File: src/rtl/immediate_decode_stage.sv
// RV immediate decoder: classifies each incoming instruction and extends its immediate,
// then buffers the decoded result in a 2-entry FIFO whose head drives the outputs.
module immediate_decode_stage #(
  parameter int XLEN                 = 32,
  parameter bit ENABLE_CSR_IMMEDIATE = 1'b1
) (
  input  logic            clk,
  input  logic            rst_n,
  input  logic            in_valid,
  output logic            in_ready,
  input  logic [31:0]     in_instruction,
  output logic            out_valid,
  input  logic            out_ready,
  output logic [XLEN-1:0] out_immediate,
  output logic [2:0]      out_format,
  output logic            out_illegal,
  output logic [31:0]     out_instruction
);

  generate
    if (XLEN != 32 && XLEN != 64) begin : g_bad_xlen
      $error("immediate_decode_stage: XLEN must be 32 or 64");
    end
  endgenerate

  localparam bit IS_RV64 = (XLEN == 64);

  localparam logic [2:0] FMT_R = 3'd0;
  localparam logic [2:0] FMT_I = 3'd1;
  localparam logic [2:0] FMT_S = 3'd2;
  localparam logic [2:0] FMT_B = 3'd3;
  localparam logic [2:0] FMT_U = 3'd4;
  localparam logic [2:0] FMT_J = 3'd5;
  localparam logic [2:0] FMT_Z = 3'd6;

  logic [31:0]     imm32;
  logic [2:0]      dec_format;
  logic            dec_illegal;
  logic [XLEN-1:0] dec_immediate;

  // Every immediate is first built as a 32-bit signed value; zimm has bit 31 clear,
  // so widening by sign extension zero-extends it for free.
  always_comb begin
    imm32       = '0;
    dec_format  = FMT_R;
    dec_illegal = 1'b1;
    if (in_instruction[1:0] == 2'b11) begin
      case (in_instruction[6:0])
        7'b0000011, 7'b0010011, 7'b1100111, 7'b0001111: begin
          dec_format  = FMT_I;
          dec_illegal = 1'b0;
          imm32       = {{20{in_instruction[31]}}, in_instruction[31:20]};
        end
        7'b0011011: begin
          if (IS_RV64) begin
            dec_format  = FMT_I;
            dec_illegal = 1'b0;
            imm32       = {{20{in_instruction[31]}}, in_instruction[31:20]};
          end
        end
        7'b0100011: begin
          dec_format  = FMT_S;
          dec_illegal = 1'b0;
          imm32       = {{20{in_instruction[31]}}, in_instruction[31:25], in_instruction[11:7]};
        end
        7'b1100011: begin
          dec_format  = FMT_B;
          dec_illegal = 1'b0;
          imm32       = {{19{in_instruction[31]}}, in_instruction[31], in_instruction[7],
                         in_instruction[30:25], in_instruction[11:8], 1'b0};
        end
        7'b0010111, 7'b0110111: begin
          dec_format  = FMT_U;
          dec_illegal = 1'b0;
          imm32       = {in_instruction[31:12], 12'b0};
        end
        7'b1101111: begin
          dec_format  = FMT_J;
          dec_illegal = 1'b0;
          imm32       = {{11{in_instruction[31]}}, in_instruction[31], in_instruction[19:12],
                         in_instruction[20], in_instruction[30:21], 1'b0};
        end
        7'b0110011: begin
          dec_illegal = 1'b0;
        end
        7'b0111011: begin
          if (IS_RV64) dec_illegal = 1'b0;
        end
        7'b1110011: begin
          if (ENABLE_CSR_IMMEDIATE) begin
            dec_format  = FMT_Z;
            dec_illegal = 1'b0;
            imm32       = {27'b0, in_instruction[19:15]};
          end
        end
        default: ;
      endcase
    end
  end

  generate
    if (XLEN == 64) begin : g_wide
      assign dec_immediate = {{(XLEN-32){imm32[31]}}, imm32};
    end else begin : g_narrow
      assign dec_immediate = imm32[XLEN-1:0];
    end
  endgenerate

  logic [1:0] count_reg;
  logic       wr_ptr_reg;
  logic       rd_ptr_reg;
  logic       push;
  logic       pop;

  assign in_ready  = (count_reg < 2'd2);
  assign out_valid = (count_reg != 2'd0);
  assign push      = in_valid && in_ready;
  assign pop       = out_valid && out_ready;

  always_ff @(posedge clk or negedge rst_n) begin
    if (!rst_n) begin
      count_reg  <= 2'd0;
      wr_ptr_reg <= 1'b0;
      rd_ptr_reg <= 1'b0;
    end else begin
      if (push) wr_ptr_reg <= ~wr_ptr_reg;
      if (pop)  rd_ptr_reg <= ~rd_ptr_reg;
      count_reg <= count_reg + {1'b0, push} - {1'b0, pop};
    end
  end

  // Storage needs no reset: every read is masked by out_valid, which reset clears.
  logic [XLEN-1:0] imm_mem [2];
  logic [2:0]      fmt_mem [2];
  logic            ill_mem [2];
  logic [31:0]     ins_mem [2];

  always_ff @(posedge clk) begin
    if (push) begin
      imm_mem[wr_ptr_reg] <= dec_immediate;
      fmt_mem[wr_ptr_reg] <= dec_format;
      ill_mem[wr_ptr_reg] <= dec_illegal;
      ins_mem[wr_ptr_reg] <= in_instruction;
    end
  end

  assign out_immediate   = out_valid ? imm_mem[rd_ptr_reg] : '0;
  assign out_format      = out_valid ? fmt_mem[rd_ptr_reg] : 3'd0;
  assign out_illegal     = out_valid ? ill_mem[rd_ptr_reg] : 1'b0;
  assign out_instruction = out_valid ? ins_mem[rd_ptr_reg] : 32'd0;

endmodule

File: config.mk
export PLATFORM = sky130hd
export DESIGN_NAME = immediate_decode_stage
export DESIGN_NICKNAME = d
export VERILOG_FILES = /design/src/rtl/immediate_decode_stage.sv
export SDC_FILE = /design/constraint.sdc
export NUM_CORES = 1
export LEC_CHECK = 0
export BUFFER_PORTS_ARGS = -buffer_cell sky130_fd_sc_hd__buf_4
export CAP_MARGIN = 20
export CORE_UTILIZATION = 40
export CTS_BUF_LIST = sky130_fd_sc_hd__clkbuf_8
export DETAILED_ROUTE_END_ITERATION = 6
export GPL_TIMING_DRIVEN = 0
export SLEW_MARGIN = 20
export SYNTH_ARGS = -nofsm -noshare
export SYNTH_HDL_FRONTEND = slang
export SYNTH_SLANG_ARGS = --single-unit
File: constraint.sdc
create_clock -name clk -period 6.2 [get_ports clk]
set_clock_uncertainty 0.05 [all_clocks]
set_input_delay 1.24 -clock clk [delete_from_list [all_inputs] [get_ports clk]]
set_output_delay 1.24 -clock clk [all_outputs]
set_load 0.02 [all_outputs]
# After elaboration in Yosys (flattened, before gate mapping)
# Memory sizes are Yosys's and may differ from the RTL's.
# Cells that the tools add are included.
# W data, S select, Z words.
dict set report totals {
  wordCells 42
  reg_bits 4
  memories 4
  out_inout_bits 70
  mem_bits_rw 136
  in_bits 36
}
# name depth width read_ports rd_clocked_by_memory_dff wr line_no
set memory_table {}
lappend memory_table {imm_mem 2 32 1 0 1 133} ;# logic [XLEN-1:0] imm_mem [2];
lappend memory_table {ins_mem 2 32 1 0 1 136} ;# logic [31:0] ins_mem [2];
lappend memory_table {fmt_mem 2 3 1 0 1 134} ;# logic [2:0] fmt_mem [2];
lappend memory_table {ill_mem 2 1 1 0 1 135} ;# logic ill_mem [2];
dict set report op_classes {
  muxes 12
  bitwise_logic 2
  n_lt_le_gt_ge 1
  reduce_logical 6
  eq_ne 12
  n_addsub 2
}
# op n
set ops {}
lappend ops {{$pmux W32 S6} 1}
lappend ops {{$mux W32} 3}
lappend ops {{$eq A7 B7 Y1 const B} 4}
lappend ops {{$eq A7 B6 Y1 const B} 3}
lappend ops {{$pmux W3 S6} 1}
lappend ops {{$eq A7 B5 Y1 const B} 2}
lappend ops {{$reduce_or A11 Y1} 1}
lappend ops {{$eq A7 B2 Y1 const B} 1}
lappend ops {{$eq A7 B4 Y1 const B} 1}
lappend ops {{$mux W3} 2}
lappend ops {{$mux W1} 5}
lappend ops {{$reduce_or A4 Y1} 1}
lappend ops {{$add A2 B1 Y2} 1}
lappend ops {{$eq A2 B2 Y1 const B} 1}
lappend ops {{$logic_and A1 B1 Y1} 2}
lappend ops {{$lt A2 B2 Y1 const B} 1}
lappend ops {{$not A1 Y1} 2}
lappend ops {{$reduce_bool A2 Y1} 1}
lappend ops {{$reduce_or A2 Y1} 1}
lappend ops {{$sub A2 B1 Y2} 1}

# Longest topological paths before layout
dict set report depth {
  word_depth 4
  mapped_depth 8
  mapped_depth_nobuf 8
}

# Worst setup path before layout
# No wires, ideal clock.
dict set report synth_path {
  path_type {input port to flip-flop}
  start {in in_valid}
  end {mem fmt_mem[0][0] (enable)}
  required_ns 5.656
  stages 2
  setup_ns 0.494
  path_slack_ns 1.475
  path_buffers 0
  arrival_time_ns 4.180
  path_cell_list {nand2_1 nor2_1}
}
dict set report synth_between {
  elab_chain_cells 3
}
# item line_no
set synth_rtl {}
lappend synth_rtl {{from (decl)} 9} ;# input logic in_valid,
lappend synth_rtl {{$logic_and A1 B1 Y1} 117} ;# assign push = in_valid && in_ready;
lappend synth_rtl {{$mux W1} 139} ;# if (push) begin
lappend synth_rtl {{$mux W1 (implied by the code)} 141} ;# fmt_mem[wr_ptr_reg] <= dec_format;
lappend synth_rtl {{to (decl)} 134}
# No other way between the ends.

# Final worst setup path
dict set report layout_path {
  start {reg count_reg[1]}
  end {out out_instruction[13]}
}
dict set report layout_between {
  elab_chain_cells 2
}
# item line_no
set layout_rtl {}
lappend layout_rtl {{from (decl)} 109} ;# logic [1:0] count_reg;
lappend layout_rtl {{from (signal assigned)} 128} ;# count_reg <= count_reg + {1'b0, push} - {1'b0, pop};
lappend layout_rtl {{$reduce_bool A2 Y1} 116} ;# assign out_valid = (count_reg != 2'd0);
lappend layout_rtl {{$mux W32} 150} ;# assign out_instruction = out_valid ? ins_mem[rd_ptr_reg] : 32'd0;
lappend layout_rtl {{to (decl)} 17} ;# output logic [31:0] out_instruction
# No other way between the ends.

==> summary.md <==
| Metric | Value |
|---|---|
| Status | finished clean |
| Leakage power | roughly 3.1 nW |
| Mapped Avg Cell Area | 14.8 um^2 |
| Setup slack after layout | 2.83 ns |
| Final WL | 13,200 um |
| H-tree depth | 4 |
| Placed cell areas | 7070 um^2 |
| Worst endpoint data arrival time | 2.08 ns |
| Diodes inserted | 0 |
| Placed cell count | 694 |
| Initial antenna violation count | 0 |
| Slew margin rel. | 59.7% |
| Commonest non-fill, non-tap cell in the layout | edfxtp_1 |
| Critical path class | flip-flop to primary output |
| Setup violations, final | 0 |
| Ys flop type | edfxtp_1 |
| Pins Over Slew Limit | 0 |
| Worst hold slack | about 0.46 ns |
| DIE HEIGHT | roughly 120 um |
| Row count | 44 |
| Initial DRC Count | between 200 and 250 |
| #FFs+latches synth | 140 |
| IO buf count | about 110 |
| Global-route wire length before repair | approximately 20,000 um |
| Post-Syn Area | 5930 um^2 |
| CTS buffer count | 17 |
| Layout cells sized above 1 | 29.4% |
| Number of fill cells in the layout | between 1k and 1.5k |
| Largest net degree at the start of global routing | 50 |
| # Post-CTS Setup Buffers | 0 |
| Min Clock Period, post-route | 3.37 ns |
| Routed Antenna Nets | 0 |
| Syn nets | about 440 |
| Clk_lat worst skew | 0.44 ns |
| Synth warn | 0 |
| IO Pins | around 110 |
| DP HPWL | 9010 um |
| Per-cell routed wire length | between 15 and 20 um |
| Final #Nets | 567 |
| Via count | 3,686 |
| Vias per cell | 5.08 |
| Design area | 7370 um^2 |
| Die area | 15,300 um^2 |
| TritonCTS clock tree | built |
| Most frequent cells in the layout | edfxtp_1, buf_4, nor2_1 |
| Initial core utilization | 40.9% |
| Total congestion overflow | 0 |
| Part of the cycle the worst path needs | 54.4% |
| Syn Inst Count | ~400 |
| Biggest registers after layout | imm_mem x64, ins_mem x64, fmt_mem x6 |
| Clk buf depth | 2 |
| Die span in x | approximately 120 um |
| Sequential area share after synthesis | between 70% and 80% |
| Worst vdd ir | 162 uV |
| CP max FO | 10 |
| Overall Global Routing Usage | a little under a fifth |
| Final core utilization | 50.9% |
| DR DRC count | 0 |
| Actual slew at the worst max-slew pin | 0.599 ns |
| Worst hold-check path type | flip-flop to flip-flop |
| Syn-to-layout area delta | 24.3% |
| Vias in the first global route | 3,663 |
| Post-synth EDFFs | 136 |
| Required time worst endpoint | 4.91 ns |
| Hold-fix buffers, CTS | 0 |
| Layout Cells excl Fill | 725 |
| Clock Tree Root | clkbuf_8 |
| Max Cap Viol | 0 |
| Drt pass-1 iters | 4 |
| Power Density | 462 nW/um^2 |
| CTS Sinks | 140 |
| Pre-CTS WS | approximately 3.3 ns |
| CP endpoint kind | primary output |
| Core footprint | about 14,000 um^2 |
| Clock transition at path regs | 0.07 ns |
| RSZ-0062 raised after global routing | no |
| FFs w/ async S/R, synth | 2.86% |
| Hold Vio Cnt, Final | 0 |
| Gpl congestion | between 0.8 and 0.9 |
| Unique masters post-synth | 46 |
| CTS resizes | 0 |
| FMAX | just under 300 MHz |
| Crit start category | flip-flop |
[metrics by stage]
| stage | power, mW | TNS [ns] |
|---|---|---|
| after global placement | 2.83 | -29.37 |
| after floorplan | 2.21 | 0 |
| after detailed placement | 2.87 | 0 |
| after global routing | 3.59 | 0 |
| after CTS | 3.45 | 0 |
| final | 3.41 | 0 |
[Yosys cell counts (4+ instances only)]
| library cell | n | share of area [%] |
|---|---|---|
| a21oi_1 | 4 | 0.34 |
| nor2_1 | 75 | 4.7 |
| inv_1 | 6 | 0.38 |
| mux2i_1 | 68 | 11 |
| clkbuf_1 | 4 | 0.25 |
| a21o_1 | 19 | 2.4 |
| a221o_1 | 4 | 0.68 |
| dfrtp_1 | 4 | 1.7 |
| and2_1 | 5 | 0.53 |
| edfxtp_1 | 136 | 69 |
| nor2b_1 | 8 | 0.84 |
| o21ai_0 | 4 | 0.34 |
| nand2_1 | 5 | 0.32 |
| buf_2 | 13 | 1.1 |
| buf_4 | 4 | 0.51 |
| nand3_1 | 4 | 0.34 |
[layout make-up]
| class | instances | area [um^2] | share of cell area, % |
|---|---|---|---|
| buffer | 22 | 121 | 1.65 |
| clock buffer | 17 | 234 | 3.17 |
| clock inverter | 14 | 67.6 | 0.917 |
| inverter | 6 | 22.5 | 0.306 |
| multi-input combinational | 233 | 1610 | 21.9 |
| sequential | 140 | 4180 | 56.8 |
| tap | 184 | 230 | 3.12 |
| timing repair buffer | 109 | 898 | 12.2 |
[cell families (layout without fill, tap and decap cells)]
| group | Yosys count | in the layout | share of synthesized area, % |
|---|---|---|---|
| AOI/OAI and AO/OA | 45 | 45 | 5.66 |
| xor gates and xnor gates | 4 | 4 | 0.591 |
| adders and majority gates | 2 | 2 | 0.422 |
| buffers and inverters | 28 | 168 | 2.43 |
| DFF | 140 | 140 | 70.6 |
| muxes | 68 | 68 | 11.5 |
| and+or+nand+nor | 114 | 114 | 8.84 |
[critical path, cell delays in order, from the launching register on]
cell     delay (ns)
dfrtp_1        0.41
nor2_1         0.37
buf_2          0.34
buf_2          0.28
nor2_1         0.08
buf_4          0.16
[power breakdown]
part           internal [mW]  switching, mW  total, mW
Clock                  0.259          0.329      0.588
Combinational          0.615          0.925       1.54
Sequential              1.24         0.0433       1.28
[layer usage]
metal / vias to the layer above / share of wire, % / GRT usage [%]
met5: - / 0 / 0
li1: 1739 / - / -
met1: 1824 / 45 / 24.2
met3: 16 / 5.3 / 5.08
met2: 107 / 49 / 28.6
met4: 0 / 1.2 / 6.10
[worst paths after layout]
check	slack (ns)	cells past startpoint	to	start
min in group asynchronous	0.53	1	count_reg[0]$_DFF_PN0_	rst_n
worst min register to register	0.46	1	count_reg[1]$_DFF_PN0_	count_reg[1]$_DFF_PN0_
worst max register to register	4.19	8	count_reg[1]$_DFF_PN0_	count_reg[1]$_DFF_PN0_
worst min-delay path	0.46	1	count_reg[1]$_DFF_PN0_	count_reg[1]$_DFF_PN0_
worst max-delay path	2.83	5	out_instruction[13]	count_reg[1]$_DFF_PN0_
max in group asynchronous	5.46	1	rd_ptr_reg$_DFFE_PN0P_	rst_n
(Power assumes the default switching activity.)
